--- src/rtl/fb_writer.sv ---
// Pixel-to-framebuffer writer: clips incoming pixels, queues in-range ones in a
// small FIFO and issues them to the framebuffer arbiter as one request at a time.
module fb_writer #(
  parameter int unsigned FB_W  = 160,
  parameter int unsigned FB_H  = 120,
  parameter int unsigned DEPTH = 4
) (
  input  logic        clk,
  input  logic        rst,
  input  logic        in_valid,
  output logic        in_ready,
  input  logic [7:0]  in_x,
  input  logic [6:0]  in_y,
  input  logic [11:0] in_color,
  output logic        mem_req,
  output logic [14:0] mem_addr,
  output logic [11:0] mem_wdata,
  input  logic        mem_ack,
  output logic        busy,
  output logic [15:0] clip_count,
  output logic [15:0] write_count
);

  localparam int unsigned PW = $clog2(DEPTH);

  typedef enum logic {IDLE, REQ} state_t;

  state_t      state, state_nx;
  logic [14:0] addr_q  [DEPTH];
  logic [11:0] color_q [DEPTH];
  logic [PW:0] wr_ptr, rd_ptr;
  logic        empty, full, in_range, accept, push, pop;
  logic [14:0] push_addr;

  // Pointers carry one extra wrap bit so full and empty are distinguishable.
  assign empty     = (wr_ptr == rd_ptr);
  assign full      = (wr_ptr[PW] != rd_ptr[PW]) && (wr_ptr[PW-1:0] == rd_ptr[PW-1:0]);
  assign in_ready  = !full;
  assign in_range  = (32'(in_x) < FB_W) && (32'(in_y) < FB_H);
  assign accept    = in_valid && in_ready;
  assign push      = accept && in_range;
  assign push_addr = 15'(32'(in_y) * FB_W + 32'(in_x));
  assign mem_req   = (state == REQ);
  assign busy      = !empty || (state == REQ);

  always_comb begin
    state_nx = state;
    pop      = 1'b0;
    case (state)
      IDLE: begin
        if (!empty) begin
          pop      = 1'b1;
          state_nx = REQ;
        end
      end
      REQ: begin
        if (mem_ack) begin
          if (!empty) pop = 1'b1;
          else        state_nx = IDLE;
        end
      end
      default: state_nx = IDLE;
    endcase
  end

  always_ff @(posedge clk) begin
    if (push) begin
      addr_q[wr_ptr[PW-1:0]]  <= push_addr;
      color_q[wr_ptr[PW-1:0]] <= in_color;
    end
  end

  always_ff @(posedge clk or negedge rst) begin
    if (!rst) begin
      state       <= IDLE;
      wr_ptr      <= '0;
      rd_ptr      <= '0;
      mem_addr    <= '0;
      mem_wdata   <= '0;
      clip_count  <= '0;
      write_count <= '0;
    end else begin
      state <= state_nx;
      if (push) wr_ptr <= wr_ptr + (PW+1)'(1);
      if (pop) begin
        rd_ptr    <= rd_ptr + (PW+1)'(1);
        mem_addr  <= addr_q[rd_ptr[PW-1:0]];
        mem_wdata <= color_q[rd_ptr[PW-1:0]];
      end
      if (accept && !in_range && clip_count != '1)
        clip_count <= clip_count + 16'd1;
      if (mem_req && mem_ack && write_count != '1)
        write_count <= write_count + 16'd1;
    end
  end

endmodule

--- config.mk ---
export PLATFORM = sky130hd
export DESIGN_NAME = fb_writer
export DESIGN_NICKNAME = d
export VERILOG_FILES = /design/src/rtl/fb_writer.sv
export SDC_FILE = /design/constraint.sdc
export NUM_CORES = 1
export LEC_CHECK = 0
export CAP_MARGIN = 20
export CORE_AREA = 4 4 140 142
export CTS_BUF_LIST = sky130_fd_sc_hd__clkbuf_8
export DETAILED_ROUTE_END_ITERATION = 8
export DIE_AREA = 0 0 144 146
export PLACE_DENSITY_LB_ADDON = 0.05
export SLEW_MARGIN = 20
export SYNTH_ARGS = -nofsm -noshare
export SYNTH_HDL_FRONTEND = slang
export SYNTH_SLANG_ARGS = --single-unit
--- constraint.sdc ---
create_clock -name clk -period 2.3 [get_ports clk]
set_input_delay 0.23 -clock clk [delete_from_list [all_inputs] [get_ports clk]]
set_output_delay 0.23 -clock clk [all_outputs]
set_load 0.01 [all_outputs]
# Word-level counts from Yosys, hierarchy flattened
# Memories as Yosys holds them, arrays and structs flattened. A register that Yosys moved wholly into a read port is not among the register bits.
# Cells that the tools add are included.
[classes]
n_bitwise = 1
magnitude_cmp = 2
n_mul = 1
n_mux = 7
addsub = 5
reduce_logical = 14
n_eq_ne = 5
[ops]
columns = ["cell", "count"]
rows = [
  ["16-bit by 1-bit adder with 16-bit output (second input constant)", 2],
  ["16-bit != test (second input constant)", 2],
  ["15-bit by 8-bit adder with 15-bit output", 1],
  ["7-bit by 3-bit multiplier with 10-bit output (second input constant)", 1],
  ["1-bit logical AND", 8],
  ["8-bit < comparator (second input constant)", 1],
  ["7-bit < comparator (second input constant)", 1],
  ["3-bit by 1-bit adder with 3-bit output (second input constant)", 2],
  ["1-bit logical NOT", 5],
  ["1-bit two-way mux", 5],
  ["1-bit one-hot mux with 2 select lines", 2],
  ["3-bit == test", 1],
  ["2-bit == test", 1],
  ["1-bit logical OR", 1],
  ["1-bit != test", 1],
  ["1-bit NOT", 1],
]
[totals]
memories = 2
inputBits = 31
output_inout_bits = 62
ramBits = 108
reg_bits = 39
[mem_list]
columns = ["name", "words", "width", "rd", "rd_clocked_by_memory_dff", "wr", "line_no", "text"]
rows = [
  ["addr_q", 4, 15, 1, 1, 1, "29", "logic [14:0] addr_q [DEPTH];"],
  ["color_q", 4, 12, 1, 1, 1, "30", "logic [11:0] color_q [DEPTH];"],
]

# Depth between registers and ports, before layout
[depth]
ltp_word = 7
mapped_depth = 8

# Worst setup path after synthesis
# OpenSTA, ideal clock, no wires.
[synth_timing]
path_kind = "in2reg"
startpoint = "in in_y[1]"
endpoint = "mem addr_q[0][13] (data pin)"
path_stages = 8
t_arrival_ns = 2.050
setup_ns = 0.279
t_required_ns = 2.021
path_slack_ns = -0.028
cell_sequence = "ha_1 -> ha_1 -> fa_1 -> a21o_1 -> a21oi_1 -> xnor2_1 -> nand3_1 -> xor3_1"
[synth_between]
elab_chain_len = 2
[synth_lines]
columns = ["element", "line_no", "text"]
rows = [
  ["start, declared", "13", "input logic [6:0] in_y,"],
  ["7-bit by 3-bit multiplier with 10-bit output", "42", "assign push_addr = 15'(32'(in_y) * FB_W + 32'(in_x));"],
  ["15-bit by 8-bit adder with 15-bit output", "42", ""],
  ["net push_addr[13]", "33", "logic [14:0] push_addr;"],
  ["end, declared", "29", ""],
]
# The timed path passes the listed nets, and every way through them passes these cells.

# Worst setup path after layout
[layout_timing]
startpoint = "in in_y[0]"
endpoint = "mem addr_q[2][14] (data pin)"
# Same word-level chain as after synthesis.

==> reports/qor.csv <==
metric,value,unit
setup_tns,0,ns
floorplan.die_area,21000,sq um
synth-edff-count,108,
synth_top_area_share,44.6,%
cp_top_family,adder cells,
antenna_found_initial,0,
syn-instance-count,426,
die_y,146,um
nNetsFinal,616,
worst_ir_drop_vdd,481,uV
place_hpwl,9320,um
timing.slew.headroom,61.0,%
dr.pass1.iters,4,
io_buffers,92,
cp.depth,11,
cts_tree,done,
synth_nets,479,
grt_max_degree,40,
place.gp.congestion,0.714,
synth.distinct_cells,43,
overflow,0,
die_w,144,um
grt_pass1_wl,22900,um
leakage,3.47,nW
cts_buffers,17,
ys.warnings.count,0,
n_antenna_cell,0,
status,completed,
critPathCaptureType,register,
core_area,18500,sq um
synth.avg_cell_area,17.1,sq um
slowest_stage,clkdlybuf4s50_1,
avgViaCountPerCell,4.91,
drc,0,
hp-class,in2async,
fin_area,9280,sq um
htree_levels,4,
path_cells,clkdlybuf4s50_1 -> ha_1 -> ha_2 -> fa_2 -> a21o_1 -> a21oi_4 -> xnor2_2 -> buf_4 -> a22oi_1 -> o21ai_0 -> buf_4,
grt_usage,14.4,%
final-setup-viol-count,0,
synthArstFlopShare,37.9,%
ant_nets,0,
cts_root_buf,clkbuf_8,
yosysTopAreaCell,edfxtp_1,
io_pins,93,
finalClockSkew,0.0117,ns
ys_ff_latch,174,
n_fill_cell,1546,
placed_area,8790,sq um
wire_per_inst,17.5,um
r2r-end,addr_q[1][9]$_DFFE_PP_,
r2r_cells,5,
drtIter0Drc,148,
path_clk_slew,0.09,ns
reg2reg_slack,0.34,ns
critPathMaxStageDelay,0.44,ns
wl,14100,um
grt_pass1_vias,4234,
hold_viol_final,0,
fp-row-count,50,
insertion_delay,0.45,ns
ys_seq_area_share,67.3,%
r2r-start,wr_ptr[0]$_DFFE_PN0P_,
placedCellCount,775,
rsz0062_at_grt,no,
critPathArrivalTime,2.39,ns
stdcell_count,810,
p_per_area,1120,nW/um^2
syn_area,7270,sq um
fmax,459,MHz
cp.required,2.51,ns
post-route-min-period,2.18,ns
synth_ff_type,edfxtp_1,
crit_path_start_kind,primary input,
crit_buf_inv,3,
worst_pin_slew,0.584,ns
path_max_fanout,4,
layout-drive-gt1-share,24.1,%
cts_sinks,174,
initial_utilization,39.4,%
clock_path_buffers,2,
synth_area_leaders,"edfxtp_1, dfrtp_1, mux4_2",
vias,3976,
max-cap-violations,0,
areaGrowthSynthToFinish,27.5,%
crit_type,in2reg,
fin_crit_sh,94.8,%
holdWs,0.314,ns
finalMaxSlewViolations,0,
cpMostUsedCell,buf_4,
==> cell usage in the layout (no fill, tap or decap), types with 16 or more instances in the layout <==
cell             count
dfrtp_1             64
nand2_1             20
nand4_1             16
edfxtp_1           108
clkbuf_8            18
inv_1               16
mux2_2              29
buf_4               28
clkdlybuf4s50_1     87
xnor2_1             31
mux4_2              27
ha_1                18
==> per-layer routing <==
| metal | wire length (um) | share of wire (%) | track usage (%) | vias up |
|---|---|---|---|---|
| li1 | - | - | - | 1888 |
| met1 | 6340 | 45 | 19.0 | 1997 |
| met2 | 6940 | 49 | 23.2 | 78 |
| met3 | 655 | 4.6 | 3.84 | 13 |
| met4 | 204 | 1.4 | 4.52 | 0 |
| met5 | 0 | 0 | 0 | - |
==> sequential cells by signal, indices dropped and copies added (netlist names) <==
signal       flops
rd_ptr           3
mem_wdata       12
mem_req          1
addr_q          60
wr_ptr           3
clip_count      16
mem_addr        15
color_q         48
write_count     16
==> cell families after synthesis <==
kind of cell / count (synthesis) / synth area share (%)
DFF: 174 / 67.3
AOI/OAI and AO/OA: 21 / 1.98
muxes: 56 / 12.9
xor gates and xnor gates: 46 / 5.95
buffers and inverters: 23 / 1.51
adders and majority gates: 22 / 3.99
and+or+nand+nor: 84 / 6.40
==> area by class of cell <==
cell class	instances	area [sq um]	area share, %
Clock buffer	18	248	2.67
Clock inverter	14	168	1.81
Inverter	13	48.8	0.526
Multi-Input combinational cell	229	2330	25.1
Sequential cell	174	4900	52.8
Tap cell	234	293	3.16
Timing Repair Buffer	128	1290	13.9
==> synthesized netlist by cell type (all sizes together) (2+ instances only) <==
cell type  number
edfxtp        108
dfrtp          66
xnor2          33
mux2           29
mux4           27
ha             20
nand2          20
nand4          16
inv            13
xor2           12
nand3          10
nor2           10
buf             9
o21ai           6
a21oi           5
and3            5
nor3            5
and2            4
nor4            4
a21o            3
nor3b           3
and4            2
fa              2
nor2b           2
o211ai          2
==> how the worst max path moves through the flow <==
stage	from	end	slack, ns
global route	wr_ptr[0]$_DFFE_PN0P_	busy	0.007
global placement	in_y[1]	addr_q[0][14]$_DFFE_PP_	-0.52
floorplan	in_y[1]	addr_q[0][13]$_DFFE_PP_	0.03
CTS	in_y[4]	addr_q[2][13]$_DFFE_PP_	0.009
detailed placement	in_y[1]	addr_q[2][13]$_DFFE_PP_	-0.58
finish	in_y[0]	addr_q[2][14]$_DFFE_PP_	0.12
==> stage by stage <==
step | setup WS [ns] | power [mW] | util, %
after CTS | 0.00875 | 10.6 | 50.2
after global placement | -0.524 | 8.27 | 47.6
after detailed placement | -0.582 | 8.34 | 47.6
final | 0.119 | 10.4 | 50.3
after floorplan | 0.0268 | 6.66 | -
after global routing | 0.00695 | 11.1 | 50.3
==> what timing repair did <==
action	CTS	global route
hold endpoints to repair	38	0
setup endpoints to repair	9	10
pin swaps	3	1
hold buffers	1	0
resized for setup	9	4
buffers inserted	2	0
==> report_power, final <==
group          internal [mW]  total [mW]  switching, mW
sequential              4.09        4.50          0.406
combinational           2.11        3.73           1.63
clock                   1.10        2.18           1.07
total                   7.30        10.4           3.11
Note: power is estimated with default switching activity, not from simulation.
==> edit 1: new RTL, config.mk and constraints unchanged <==
The parameter `DEPTH` goes from 4 to 8.
--- a/src/rtl/fb_writer.sv
+++ b/src/rtl/fb_writer.sv
@@ -3,7 +3,7 @@
 module fb_writer #(
   parameter int unsigned FB_W  = 160,
   parameter int unsigned FB_H  = 120,
-  parameter int unsigned DEPTH = 4
+  parameter int unsigned DEPTH = 8
 ) (
   input  logic        clk,
   input  logic        rst,
Formal check against the unedited RTL: not equivalent (Yosys sat finds a counterexample within 10 cycles, from zero or initial values and one cycle with rst low).
==> edit 1 against the unedited design <==
- sequential share of layout area rose by 5.3 points
- synthesized area increased by 58%
- die area did not move
- count of clock-buffer cells in the layout grew 29
- via count up 58%
- power up 52%
- setup slack worse by 0.021 ns
- register-to-register slack worse by 0.17 ns
- sequential cell count increased by 110
- synthesized cell count grew 52%
- cell area rose by 52%
- wire length rose by 62%
- sequential power grew 54%
- clock power increased by 75%
==> edit 1: results <==
[outcome]
status = "completed"

[power]
p_seq_w = 0.00694
pg_clk_w = 0.00381
power_frac_seq_pct = 43.8

[place]
hpwlAfterDp_um = 14000
gp_congestion = 0.856
placed_cells = 1002

[routing]
routed-wl-met2_um = 11800
drt-wirelength-per-cell_um = 21.1
drt-met1-wl_um = 9600
drt_iter0_drc = 281
drtPass1Iterations = 5

[clock_tree]
postCtsSetupRepairBufs = 4
h-tree-depth = 2

[grt]
grt_max_degree = 58
grt_first_pass_wirelength_um = 37100
grt_util_all_layers_pct = 22.9
grt_util_met1_pct = 31.5

[worst_setup_path]
rr_startpoint = "rd_ptr[0]"
rr_endpoint = "addr_q[3][0]"

[synthesis]
synthMuxAreaShare_pct = 13.6
syn-num-nets = 697
async_flop_share_pct = 23.9
synth.yosys.seq_area_share_pct = 71.2
ys_top_cells_by_count = "edfxtp_1, dfrtp_1, mux4_2"
yosys.area_share.xor_xnor_pct = 3.56
ys_types = 47
synth-compound-area-share_pct = 2.44

[finish]
nets = 869
drive_gt1_share_pct = 23.7
largest_reg_flops = 120

[timing]
slew_headroom_pct = 57.5
-- edit 1: how the worst max path moves through the flow --
stage | start | to | slack, ns | cells after the start
floorplan | wr_ptr[1] | addr_q[5][0] | -0.36 | 4
global placement | in_y[1] | addr_q[6][13] | -0.52 | 9
detailed placement | in_y[1] | addr_q[7][12] | -0.61 | 8
CTS | in_y[0] | addr_q[0][13] | 0.004 | 9
global route | in_y[4] | addr_q[7][12] | -0.02 | 8
finish | in_y[0] | addr_q[5][14] | 0.1 | 10
-- edit 1: critical path: stages --
cell and delay [ns]:
clkdlybuf4s50_1 0.43, ha_2 0.19, ha_2 0.19, fa_2 0.43
a211oi_4 0.27, o21bai_1 0.13, buf_4 0.14, buf_4 0.12
a22oi_2 0.19, o21ai_2 0.13
-- edit 1: cell type report --
type | instances | area share, %
tap | 234 | 2.08
multi-input combinational | 327 | 23.3
clock inverter | 33 | 1.14
inverter | 13 | 0.346
timing repair buffer | 149 | 10.4
clock buffer | 47 | 4.59
sequential | 284 | 58.1
==> edit 2: new RTL, config.mk and constraints unchanged <==
Without the edit above. Make the reset (`rst`) synchronous in one clocked block.
--- a/src/rtl/fb_writer.sv
+++ b/src/rtl/fb_writer.sv
@@ -70,7 +70,7 @@
     end
   end
 
-  always_ff @(posedge clk or negedge rst) begin
+  always_ff @(posedge clk) begin
     if (!rst) begin
       state       <= IDLE;
       wr_ptr      <= '0;
Check against the original RTL: differs if rst is asserted again (counterexample within 4 cycles, from zero or initial values and one cycle with rst low); with rst held inactive, the same outputs for 10 cycles.
==> edit 2 against the unedited design <==
- synthesized area hardly changed
- sequential cell count stayed put
- power is 23% lower
- sequential power is 16% lower
- wire length is 11% higher
- largest cell class unchanged
- synthesized cell count is 30% higher
- cell area is 0.74% lower
- setup slack worse by 0.070 ns
==> edit 2: results <==
[grt]
grt_first_pass_wirelength_um = 25500
grt_max_degree = 30
grt_antenna_before_repair = 0
grtUsageMet3_pct = 3.91
grt_util_all_layers_pct = 15.6
grt_util_met1_pct = 20.4
grtUsageMet2_pct = 25.4

[place]
gp_congestion = 0.741
post_dp_cell_area_sq_mm = 0.00879
io_buffers = 92
hpwlAfterDp_um = 10400
pre_cts_slack_ns = -0.591

[timing]
whs_ns = 0.406
fin_skew_ns = 0.0164
slew_headroom_pct = 65.5
period_share_pct = 97.9

[synthesis]
async_flop_share_pct = 0
synth_edf_count = 108
yosysWarnings = 0
ys_top_cells_by_count = "edfxtp_1, nand2_1, dfxtp_1"
ys_types = 49
syn-num-nets = 606
synth.yosys.seq_area_share_pct = 62.7
synth_area_leaders = "edfxtp_1, dfxtp_1, mux4_2"

[finish]
num-fill-cells = 1594
antenna_cells = 0
drive_gt1_share_pct = 17.5
largest_reg_flops = 60
nets = 738

[clock_tree]
clk_pin_slew_ns = 0.10
clk_latency_ns = 0.45
postCtsSetupRepairBufs = 0
cts_resized = 5
h-tree-depth = 4
cts_made_buffers = 17
cts.path.max_buffers = 2
root_buffer = "clkbuf_8"

[worst_setup_path]
r2r_setup_slack_ns = 0.35
slowest_stage = "clkdlybuf4s50_1"
cp_slowest_stage_delay_ns = 0.49
cp.arrival_ns = 2.43
worst-path-max-fanout = 4

[worst_hold_path]
hold_class = "in -> reg"

[power]
p_leak_nw = 3.17
irDropWorstVdd_uv = 364

[routing]
drt-met1-wl_um = 6880
routed-wl-met2_um = 7830
routed_wl_um = 15700
drt_iter0_drc = 213
routed.top_layer = "met4"
num_vias = 4798
dr_wl_met3_um = 882
drtPass1Iterations = 4

[outcome]
status = "completed"
## edit 2: through the flow
stage	std cells	power [W]	util [%]	setup TNS, ns
2_1_floorplan	553	0.00509	-	0
3_3_place_gp	900	0.00612	47.6	-7.86
3_5_place_dp	900	0.00615	47.6	-10.05
4_1_cts	932	0.00816	49.7	0
5_1_grt	932	0.00849	49.9	0
6_report	932	0.00802	49.9	0
## edit 2: logic make-up (layout without fill, tap and decap cells)
logic type | after synthesis | in the layout | share of synthesized area, %
DFF | 174 | 174 | 62.7
AOI/OAI and AO/OA | 79 | 79 | 6.45
xor gates and xnor gates | 32 | 32 | 4.06
adders and majority gates | 22 | 22 | 3.99
and+or+nand+nor | 183 | 183 | 12.2
muxes | 30 | 30 | 8.77
buffers and inverters | 33 | 178 | 1.84
## edit 2: worst paths after layout
check | start | end | cells after the start
max | in_y[1] | addr_q[0][13] | 9
min | in_color[7] | color_q[2][7] | 1
max reg2reg | write_count[0] | write_count[1] | 6
min reg2reg | mem_addr[5] | mem_addr[5] | 2
## edit 2: critical path: cells and delay by family
kind	cells	cell delay [ns]
adders and majority gates	3	0.79
buffers and inverters	1	0.49
xor gates and xnor gates	2	0.41
AOI/OAI and AO/OA	2	0.40
and+or+nand+nor	1	0.11
## edit 2: cell type report
| class | instances | area share (%) |
|---|---|---|
| clock buffer | 19 | 2.84 |
| clock inverter | 13 | 1.13 |
| inverter | 12 | 0.489 |
| multi-input combinational | 346 | 28.6 |
| sequential | 174 | 49.6 |
| tap | 234 | 3.18 |
| timing repair buffer | 134 | 14.2 |
## edit 2: report_power, final
group | switching (W) | internal, W | leakage [nW]
Combinational | 0.00115 | 0.00110 | 1.45
Clock | 0.00115 | 0.000833 | 0.199
Sequential | 0.000143 | 0.00364 | 1.52
